**src/rtl/simd_issue_seq.sv**
```systemverilog
`default_nettype none
// ============================================================================
//  Module   : simd_issue_seq
//  Purpose  : Instruction issue sequencer for the SIMD core. Accepts packed
//             16-bit instruction words over a valid/ready handshake, registers
//             the decoded fields and issues at most one instruction per cycle.
//             New words are held off while the non-pipelined divider or a
//             load/store memory transaction is outstanding.
//  Ports    : clk, rst_n         clock, asynchronous active-low reset
//             instr_valid_i      instruction word valid
//             instr_ready_o      sequencer can accept a word this cycle
//             instr_i[15:0]      [15:11] opcode [10:9] funcode [8:7] dt
//                                [6] acc [5] sat [4:0] reserved
//             flush_i            synchronous abort of any outstanding wait
//             issue_valid_o      one-cycle issue pulse
//             opcode_o, funcode_o, dt_o, acc_o, sat_o   registered fields
//             div_busy_o         divider occupied
//             mem_req_o          load/store request, held until mem_ack_i
//             mem_ack_i          memory port completion
//             issue_count_o      issued-instruction counter (wraps)
//  Revision : 1.0  initial release
// ============================================================================
module simd_issue_seq #(
    parameter int DIV_LAT = 8,   // divider occupancy in cycles, >= 2
    parameter int CNT_W   = 16   // issued-instruction counter width
) (
    input  logic             clk,
    input  logic             rst_n,
    input  logic             instr_valid_i,
    output logic             instr_ready_o,
    input  logic [15:0]      instr_i,
    input  logic             flush_i,
    output logic             issue_valid_o,
    output logic [4:0]       opcode_o,
    output logic [1:0]       funcode_o,
    output logic [1:0]       dt_o,
    output logic             acc_o,
    output logic             sat_o,
    output logic             div_busy_o,
    output logic             mem_req_o,
    input  logic             mem_ack_i,
    output logic [CNT_W-1:0] issue_count_o
);

    localparam int DCNT_W = (DIV_LAT > 2) ? $clog2(DIV_LAT) : 1;

    // Unit class codes taken from opcode[4:2]
    localparam logic [2:0] CLS_DIV = 3'd2;
    localparam logic [2:0] CLS_MEM = 3'd6;

    typedef enum logic [1:0] {
        S_IDLE     = 2'd0,
        S_WAIT_DIV = 2'd1,
        S_WAIT_MEM = 2'd2
    } state_e;

    state_e             state_q;
    logic [DCNT_W-1:0]  div_cnt_q;
    logic               instr_ready_q;
    logic               issue_valid_q;
    logic [4:0]         opcode_q;
    logic [1:0]         funcode_q;
    logic [1:0]         dt_q;
    logic               acc_q;
    logic               sat_q;
    logic               div_busy_q;
    logic               mem_req_q;
    logic [CNT_W-1:0]   issue_count_q;

    logic               accept;
    logic [2:0]         unit_cls;
    logic               unused_reserved;

    assign accept          = instr_valid_i & instr_ready_q;
    assign unit_cls        = instr_i[15:13];
    assign unused_reserved = ^instr_i[4:0];

    always_ff @(posedge clk or negedge rst_n) begin
        if (!rst_n) begin
            state_q       <= S_IDLE;
            div_cnt_q     <= '0;
            instr_ready_q <= 1'b0;
            issue_valid_q <= 1'b0;
            opcode_q      <= '0;
            funcode_q     <= '0;
            dt_q          <= '0;
            acc_q         <= 1'b0;
            sat_q         <= 1'b0;
            div_busy_q    <= 1'b0;
            mem_req_q     <= 1'b0;
            issue_count_q <= '0;
        end else begin
            issue_valid_q <= 1'b0;
            if (flush_i) begin
                // Abort everything outstanding; a word handed over this
                // cycle is dropped and never issued or counted.
                state_q       <= S_IDLE;
                div_cnt_q     <= '0;
                div_busy_q    <= 1'b0;
                mem_req_q     <= 1'b0;
                instr_ready_q <= 1'b1;
            end else begin
                case (state_q)
                    S_IDLE: begin
                        instr_ready_q <= 1'b1;
                        if (accept) begin
                            opcode_q      <= instr_i[15:11];
                            funcode_q     <= instr_i[10:9];
                            dt_q          <= instr_i[8:7];
                            acc_q         <= instr_i[6];
                            sat_q         <= instr_i[5];
                            issue_valid_q <= 1'b1;
                            issue_count_q <= issue_count_q + 1'b1;
                            if (unit_cls == CLS_DIV) begin
                                // Busy spans the issue cycle plus DIV_LAT-1 more
                                state_q       <= S_WAIT_DIV;
                                div_cnt_q     <= DCNT_W'(DIV_LAT - 1);
                                div_busy_q    <= 1'b1;
                                instr_ready_q <= 1'b0;
                            end else if (unit_cls == CLS_MEM) begin
                                state_q       <= S_WAIT_MEM;
                                mem_req_q     <= 1'b1;
                                instr_ready_q <= 1'b0;
                            end
                        end
                    end
                    S_WAIT_DIV: begin
                        if (div_cnt_q == '0) begin
                            state_q       <= S_IDLE;
                            div_busy_q    <= 1'b0;
                            instr_ready_q <= 1'b1;
                        end else begin
                            div_cnt_q <= div_cnt_q - 1'b1;
                        end
                    end
                    S_WAIT_MEM: begin
                        if (mem_ack_i) begin
                            state_q       <= S_IDLE;
                            mem_req_q     <= 1'b0;
                            instr_ready_q <= 1'b1;
                        end
                    end
                    default: begin
                        state_q       <= S_IDLE;
                        div_cnt_q     <= '0;
                        div_busy_q    <= 1'b0;
                        mem_req_q     <= 1'b0;
                        instr_ready_q <= 1'b1;
                    end
                endcase
            end
        end
    end

    assign instr_ready_o = instr_ready_q;
    assign issue_valid_o = issue_valid_q;
    assign opcode_o      = opcode_q;
    assign funcode_o     = funcode_q;
    assign dt_o          = dt_q;
    assign acc_o         = acc_q;
    assign sat_o         = sat_q;
    assign div_busy_o    = div_busy_q;
    assign mem_req_o     = mem_req_q;
    assign issue_count_o = issue_count_q;

endmodule
`default_nettype wire
```
**config.mk**
```make
export PLATFORM = sky130hd
export DESIGN_NAME = simd_issue_seq
export DESIGN_NICKNAME = d
export VERILOG_FILES = /design/src/rtl/simd_issue_seq.sv
export SDC_FILE = /design/constraint.sdc
export NUM_CORES = 1
export LEC_CHECK = 0
export ABC_AREA = 1
export CELL_PAD_IN_SITES_DETAIL_PLACEMENT = 0
export CELL_PAD_IN_SITES_GLOBAL_PLACEMENT = 1
export CORE_ASPECT_RATIO = 0.9
export CORE_UTILIZATION = 34
export CTS_CLUSTER_DIAMETER = 100
export DETAILED_ROUTE_END_ITERATION = 8
export GPL_TIMING_DRIVEN = 0
export HOLD_SLACK_MARGIN = 0.02
export PLACE_DENSITY_LB_ADDON = 0.1
export SETUP_SLACK_MARGIN = 0.4
export SKIP_CTS_REPAIR_TIMING = 1
export SLEW_MARGIN = 20
export SYNTH_ARGS = -nofsm -noshare
export SYNTH_HDL_FRONTEND = slang
export SYNTH_SLANG_ARGS = --single-unit
```
**constraint.sdc**
```tcl
create_clock -name clk -period 1.7 [get_ports clk]
set_input_delay 0.34 -clock clk [delete_from_list [all_inputs] [get_ports clk]]
set_output_delay 0.34 -clock clk [all_outputs]
set_load 0.02 [all_outputs]
```
* Word-level counts from Yosys, hierarchy flattened
Cells that the tools add are included.
** Operators by class
- Reductions and logical operators :: 8
- Add/subtract/negate cells :: 2
- Mux-type cells :: 33
- Equality and inequality tests :: 14
- Bitwise gates (word level) :: 2
** Operators with widths (count)
- $ne 3x3->1 const B :: 7
- $mux 1 :: 18
- $add 16x1->16 const B :: 1
- $mux 2 :: 6
- $mux 3 :: 4
- $reduce_and 4->1 :: 3
- $pmux 1 s3 :: 3
- $pmux 3 s3 :: 1
- $pmux 2 s3 :: 1
- $reduce_and 5->1 :: 1
- $ne 2x2->1 const B :: 2
- $ne 4x4->1 const B :: 1
- $eq 3x2->1 const B :: 1
- $eq 3x3->1 const B :: 1
- $logic_not 3->1 :: 1
- $reduce_and 3->1 :: 1
- $sub 3x1->3 const B :: 1
- $eq 2x1->1 const B :: 1
- $eq 2x2->1 const B :: 1
- $logic_not 2->1 :: 1
- $reduce_and 2->1 :: 1
- $and 1x1->1 :: 1
- $not 1->1 :: 1
** Storage, ports and cells
- Register bits :: 36

* Longest topological paths before layout
- Word-level depth :: 6
- Gate-level depth with buffers :: 9
- Gate-level depth less buffers :: 9

* Worst setup path before layout
Ideal clock, no wire load.
- Kind :: reg2reg
- From :: register issue_count_q[1], in the netlist issue_count_o[1]
- To :: register issue_count_q[8], in the netlist issue_count_o[8]
- Arrival :: 1302 ps
- Stages on the path, launching flop included :: 9
- Period minus slack after synthesis :: 1422 ps
- Slack :: 278 ps
- Setup time :: 120 ps
- Data required time :: 1580 ps
- Cells stage by stage :: dfrtp_1 -> ha_1 -> inv_1 -> nor2_4 -> inv_2 -> nor2_8 -> nand2_4 -> o21ai_1 -> nand2_1
** On the way
- Longest elaborated chain between the ends :: 1
** RTL lines
- start: declaration :: RTL line 68 : logic [CNT_W-1:0] issue_count_q;
- start signal: assignment :: RTL line 113 : issue_count_q <= issue_count_q + 1'b1;
- $add 16x1->16 :: RTL line 113
Every way passes these cells.
A chain may end at the register's enable or synchronous reset.

* Final worst setup path
- From :: register issue_count_q[1], in the netlist issue_count_o[1]
- To :: output port issue_count_o[1]
** RTL lines
- end: declaration :: RTL line 42 : output logic [CNT_W-1:0] issue_count_o
No word-level cell between the ends.

==> metrics.yaml <==
final.min_clock_period_ns: 1.37
fin_ws_ns: 0.328
r2r_start: "state_q[1]"
track_usage: 0.172
synth_seq_cells: 36
drt-total-wl_mm: 4.42
leakagePower_nw: 1.47
vias: 1611
drt_first_pass_iters: 4
wire_per_inst_microns: 12.1
finalClockSkew_ns: 0.0107
drcViolationCount: 0
rr_worst_depth: 6
yosys-top-cells-count: "nand2_1, dfrtp_1, inv_1, nor2_1, o21ai_1"
maxSlewViolCount: 0
syn_to_final_growth_pct: 42.4
cp_slowest_cell: "dfrtp_2"
grt_overflow: 0
finalCritPeriodShare: 0.807
grt_pass1_wl_mm: 7.53
synth_most_common_cell: "nand2_1"
netlist_area_sq_um: 1900
die_h_microns: 72.8
antenna_found_initial: 0
drive_above_1_share: 0.261
max_stage_delay_ns: 0.44
synthTopCellsByArea: "dfrtp_1, nand2_1, inv_1, nor2_1, o21ai_1"
hold_ws_ns: 0.311
postLayoutCoreUtil: 0.508
async_reset_ff_frac: 1.00
synth_largest_area_cell: "dfrtp_1"
syn-instance-count: 236
grt_setup_unrepaired: "true"
finalNonFillerCells: 366
placed_cell_area_sq_um: 2480
busiest_layer: "met2"
max_slew.worst_pin.slew_ns: 0.428
numCtsBuffers: 5
die_w_microns: 80.7
place.detailed.hpwl_mm: 3.16
h-tree-depth: 2
crit_chain: "buf_4 -> clkbuf_2"
rr_endpoint: "issue_count_o[9]"
synth_top_area_frac: 0.475
end_kind: "output port"
clock.fmax_mhz: 729
met3_usage: 0.0575
synth_ff_type: "dfrtp_1"
yosysSeqAreaShare: 0.475
hold_path_class: "in -> reg"
io_pins: 52
clk_latency_ns: 0.29
crit_fanout: 3
fin_area_sq_um: 2700
vdd_drop_max_mv: 0.539
nNetsFinal: 322
start_util: 0.356
drt-vias-per-instance: 4.40
cp-startpoint: "issue_count_o[1]"
grt_max_degree: 22
setup_tns_ns: 0
drv_cap: 0
gp_congestion: 0.736
cts.reportedPaths.clkPinSlew_ns: 0.08
antenna_cells: 0
nFillCells: 533
cts_buffer_depth: 2
coreArea_sq_um: 5320
reg2reg_slack_ns: 0.37
start_kind: "flop"
slew_headroom: 0.715
outcome: "completed"
cts_root_buffer: "clkbuf_8"
power_mw: 3.07
die_area_sq_um: 5880
final_antenna_net_count: 0
met2_usage: 0.248
synth.distinct_cells: 25
power_density_nw_per_um2: 1140
synth_warnings: 0
io_buffer_count: 46
cts_sinks: 36
cp_num_buf_inv: 2
place_inst: 350
endpoint: "issue_count_o[1]"
synth_edf_count: 0
avgSynthCellArea_sq_um: 8.03
required_ns: 1.36
cp.depth: 2
cts_tree: "built"
hold_viol_final: 0
arrival_ns: 1.03
use_met1: 0.242
drt-initial-drc-count: 47
pre_cts_slack_ns: -0.0327
critPathKind: "reg -> out"
synth_nets: 260
rows: 25
grt_pass1_vias: 1551
cp_top_family: "flip-flops"
setup_viol: 0
how the worst min path moves through the flow:
| stage | from | cells past startpoint | endpoint |
|---|---|---|---|
| finish | instr_i[14] | 3 | opcode_o[3] |
| global route | instr_i[14] | 3 | opcode_o[3] |
| CTS | rst_n | 1 | sat_o |
| detailed placement | rst_n | 1 | mem_req_o |
| global placement | funcode_o[0] | 2 | funcode_o[0] |
| floorplan | rst_n | 0 | acc_o |
worst reg2reg max path: stages (launching register included):
cell	delay, ns
dfrtp_2	0.46
nor2_4	0.16
nand3_4	0.17
inv_8	0.13
nand3_4	0.11
o21ai_2	0.13
nand2_1	0.05
cells in the final DEF, fill, tap and decap left out, types with 6 or more instances in the layout:
master | synthesis | layout
clkbuf_2 | 0 | 13
inv_1 | 24 | 19
nor2_1 | 24 | 20
dlymetal6s2s_1 | 0 | 19
o21ai_1 | 10 | 11
nor2_2 | 7 | 7
dfrtp_1 | 36 | 31
nor2_4 | 4 | 8
clkdlybuf4s50_1 | 0 | 11
inv_2 | 2 | 7
nand2_1 | 89 | 88
buf_4 | 0 | 6
per-layer routing:
| layer | wire (microns) | share of wire | vias up |
|---|---|---|---|
| met2 | 1820 | 0.41 | 39 |
| met3 | 238 | 0.054 | 5 |
| met5 | 0 | 0 | - |
| met4 | 47 | 0.011 | 0 |
| li1 | - | - | 849 |
| met1 | 2310 | 0.52 | 718 |
flip-flops by register name, summed over array words and instances, names as in the netlist:
register,flops
issue_count_o,16
opcode_o,5
div_cnt_q,3
dt_o,2
funcode_o,2
state_q,2
acc_o,1
div_busy_o,1
instr_ready_o,1
issue_valid_o,1
mem_req_o,1
sat_o,1
power breakdown:
group          internal [mW]  leakage (nW)  switching (mW)
Combinational          0.493         0.961           0.615
Clock                  0.436        0.0552           0.320
Sequential              1.04         0.457           0.162
cell type report:
class / instances / area, sq um / share of cell area
Multi-Input combinational cell: 169 / 940 / 0.348
Sequential cell: 36 / 907 / 0.336
Timing Repair Buffer: 55 / 522 / 0.193
Inverter: 28 / 113 / 0.0417
Tap cell: 67 / 83.8 / 0.0310
Clock buffer: 6 / 72.6 / 0.0269
Clock inverter: 2 / 35.0 / 0.0130
Buffer: 3 / 27.5 / 0.0102
logic make-up (layout without fill, tap and decap cells):
kind of cell	after synthesis	after routing	share of synthesized area
AOI/OAI and AO/OA	17	17	0.0449
adders and majority gates	3	3	0.0198
DFF	36	36	0.475
xor gates and xnor gates	7	7	0.0363
buffers and inverters	31	94	0.0726
and+or+nand+nor	142	142	0.351
No activity file was read; power rests on OpenSTA's default activity.
==> RTL edit, RTL diff (config.mk and constraints unchanged) <==
The parameter `CNT_W` goes from 16 to 12.
--- a/src/rtl/simd_issue_seq.sv
+++ b/src/rtl/simd_issue_seq.sv
@@ -23,5 +23,5 @@
 module simd_issue_seq #(
     parameter int DIV_LAT = 8,   // divider occupancy in cycles, >= 2
-    parameter int CNT_W   = 16   // issued-instruction counter width
+    parameter int CNT_W   = 12   // issued-instruction counter width
 ) (
     input  logic             clk,
Ports: changed (resized issue_count_o); port bits go from 52 to 48. The function was not compared with the original's and may differ.
==> RTL edit against the unedited design <==
Total power shrank 13%. Setup slack improved by 0.046 ns. Count of clock-buffer cells in the layout decreased by 1. Hold slack better by 0.058 ns. Sequential cell count decreased by 4. Area after synthesis down 14%. Clock power down 22%. Routed wire length is 12% lower. Design area decreased by 8.2%. Critical path type is now reg2reg. Critical endpoint is now issue_count_o[8]$_DFFE_PN0P_.
==> RTL edit: results (changes against the unedited design) <==
metric;value;unit;change
wire_per_inst;11.6;µm;-3.8%
n_antenna_cell;0;;unchanged
crit_path_max_fanout;7;;+4
post_dp_cell_area;2160;µm²;-13%
peakVddDrop;0.597;mV;+11%
synthMuxAreaShare;0;%;unchanged
crit_arrival;1.50;ns;+0.47 ns
leakagePower;1.43;nW;-2.7%
grt_pass1_vias;1231;;-21%
synth_seq_area_share;48.9;%;+1.4 points
worstHoldPathCells;3;;unchanged
postSynthNetCount;230;;-12%
cp-startpoint;state_q[1]$_DFFE_PN0P_;;
clock_skew;0.00540;ns;-0.00528 ns
dpl.hpwl;2.57;mm;-19%
synth-xor-area-share;4.28;%;+0.65 points
r2r_cells;5;;-1
grt_start_max_net_pins;27;;+23%
port_buffers;42;;-8.7%
numCtsBuffers;5;;unchanged
drive_gt1_share;30.9;%;+4.8 points
pre_cts_ws;-0.113;ns;-0.0806 ns
largest_reg_flops;12;;-4
dr.pass1.iters;4;;unchanged
worst_pin_slew;0.350;ns;-0.0780 ns
gp_congestion;0.760;;+3.2%
internal_power;1.66;mW;-16%
nets;295;;-8.4%
grt_first_pass_wirelength;5.87;mm;-22%
synthTopCellsByCount;nand2_1, dfrtp_1, nor2_1;;
synth_area_leaders;dfrtp_1, nand2_1, nor2_1;;
grt_antenna_before_repair;0;;unchanged
drt-total-wl;3.88;mm;-12%
hp-class;in2reg;;
grt_usage;15.6;%;-1.5 points
route.vias.total;1490;;-7.5%
synth-compound-area-share;2.14;%;-2.3 points
drt_iter0_markers;44;;-6.4%
status;complete, no violations;;
clkLatencyLatePin;0.29;ns;about the same
hold_start;instr_i[13];;
synthDistinctLibCells;21;;-16%
dp_cells;311;;-11%
synthCells;206;;-13%
synth_fa_ha_area_share;2.29;%;+0.31 points
RTL edit: per-layer routing:
layer	track usage [%]	vias up	share of wire, %
met5	0	-	0
met4	5.56	0	0.93
met1	22.8	679	50
met3	4.86	6	4.5
li1	-	771	-
met2	21.7	34	45
RTL edit: per-stage QoR:
stage | power (mW) | util, %
5_1_grt | 2.88 | 54.5
3_3_place_gp | 2.02 | 47.1
3_5_place_dp | 2.02 | 47.4
6_report | 2.68 | 54.5
4_1_cts | 2.62 | 49.3
2_1_floorplan | 1.59 | -
RTL edit: final timing paths:
kind | endpoint | slack [ns]
worst max-delay path | issue_count_o[8]$_DFFE_PN0P_ | 0.37
min in group asynchronous | state_q[1]$_DFFE_PN0P_ | 0.44
worst max register to register | issue_count_o[8]$_DFFE_PN0P_ | 0.37
worst min register to register | opcode_o[0]$_DFFE_PN0P_ | 0.48
worst min-delay path | opcode_o[2]$_DFFE_PN0P_ | 0.37
max in group asynchronous | instr_ready_o$_DFFE_PN0P_ | 0.86
RTL edit: critical path: stages, from the launching register on:
cell,delay (ns)
dfrtp_1,0.41
nor2_4,0.20
nand2_4,0.16
nor2_8,0.22
nand3_2,0.09
xnor2_1,0.13
RTL edit: power by group through the flow:
stage	clock network [mW]	logic (mW)	registers (mW)
final	0.588	1.00	1.09
after global routing	0.655	1.11	1.11
after CTS	0.608	0.930	1.09
after detailed placement	0	0.929	1.10
after global placement	0	0.922	1.10
after floorplan	0	0.344	1.25
RTL edit: area by class of cell:
cell class / count / area (µm²)
plain buffers: 3 / 27.5
well taps: 62 / 77.6
fillers: 467 / 2070
inverters: 17 / 63.8
repair buffers: 57 / 553
clock buffers: 5 / 68.8
clock inverters: 3 / 18.8
multi-input cells: 155 / 861
flip-flops and latches: 32 / 810
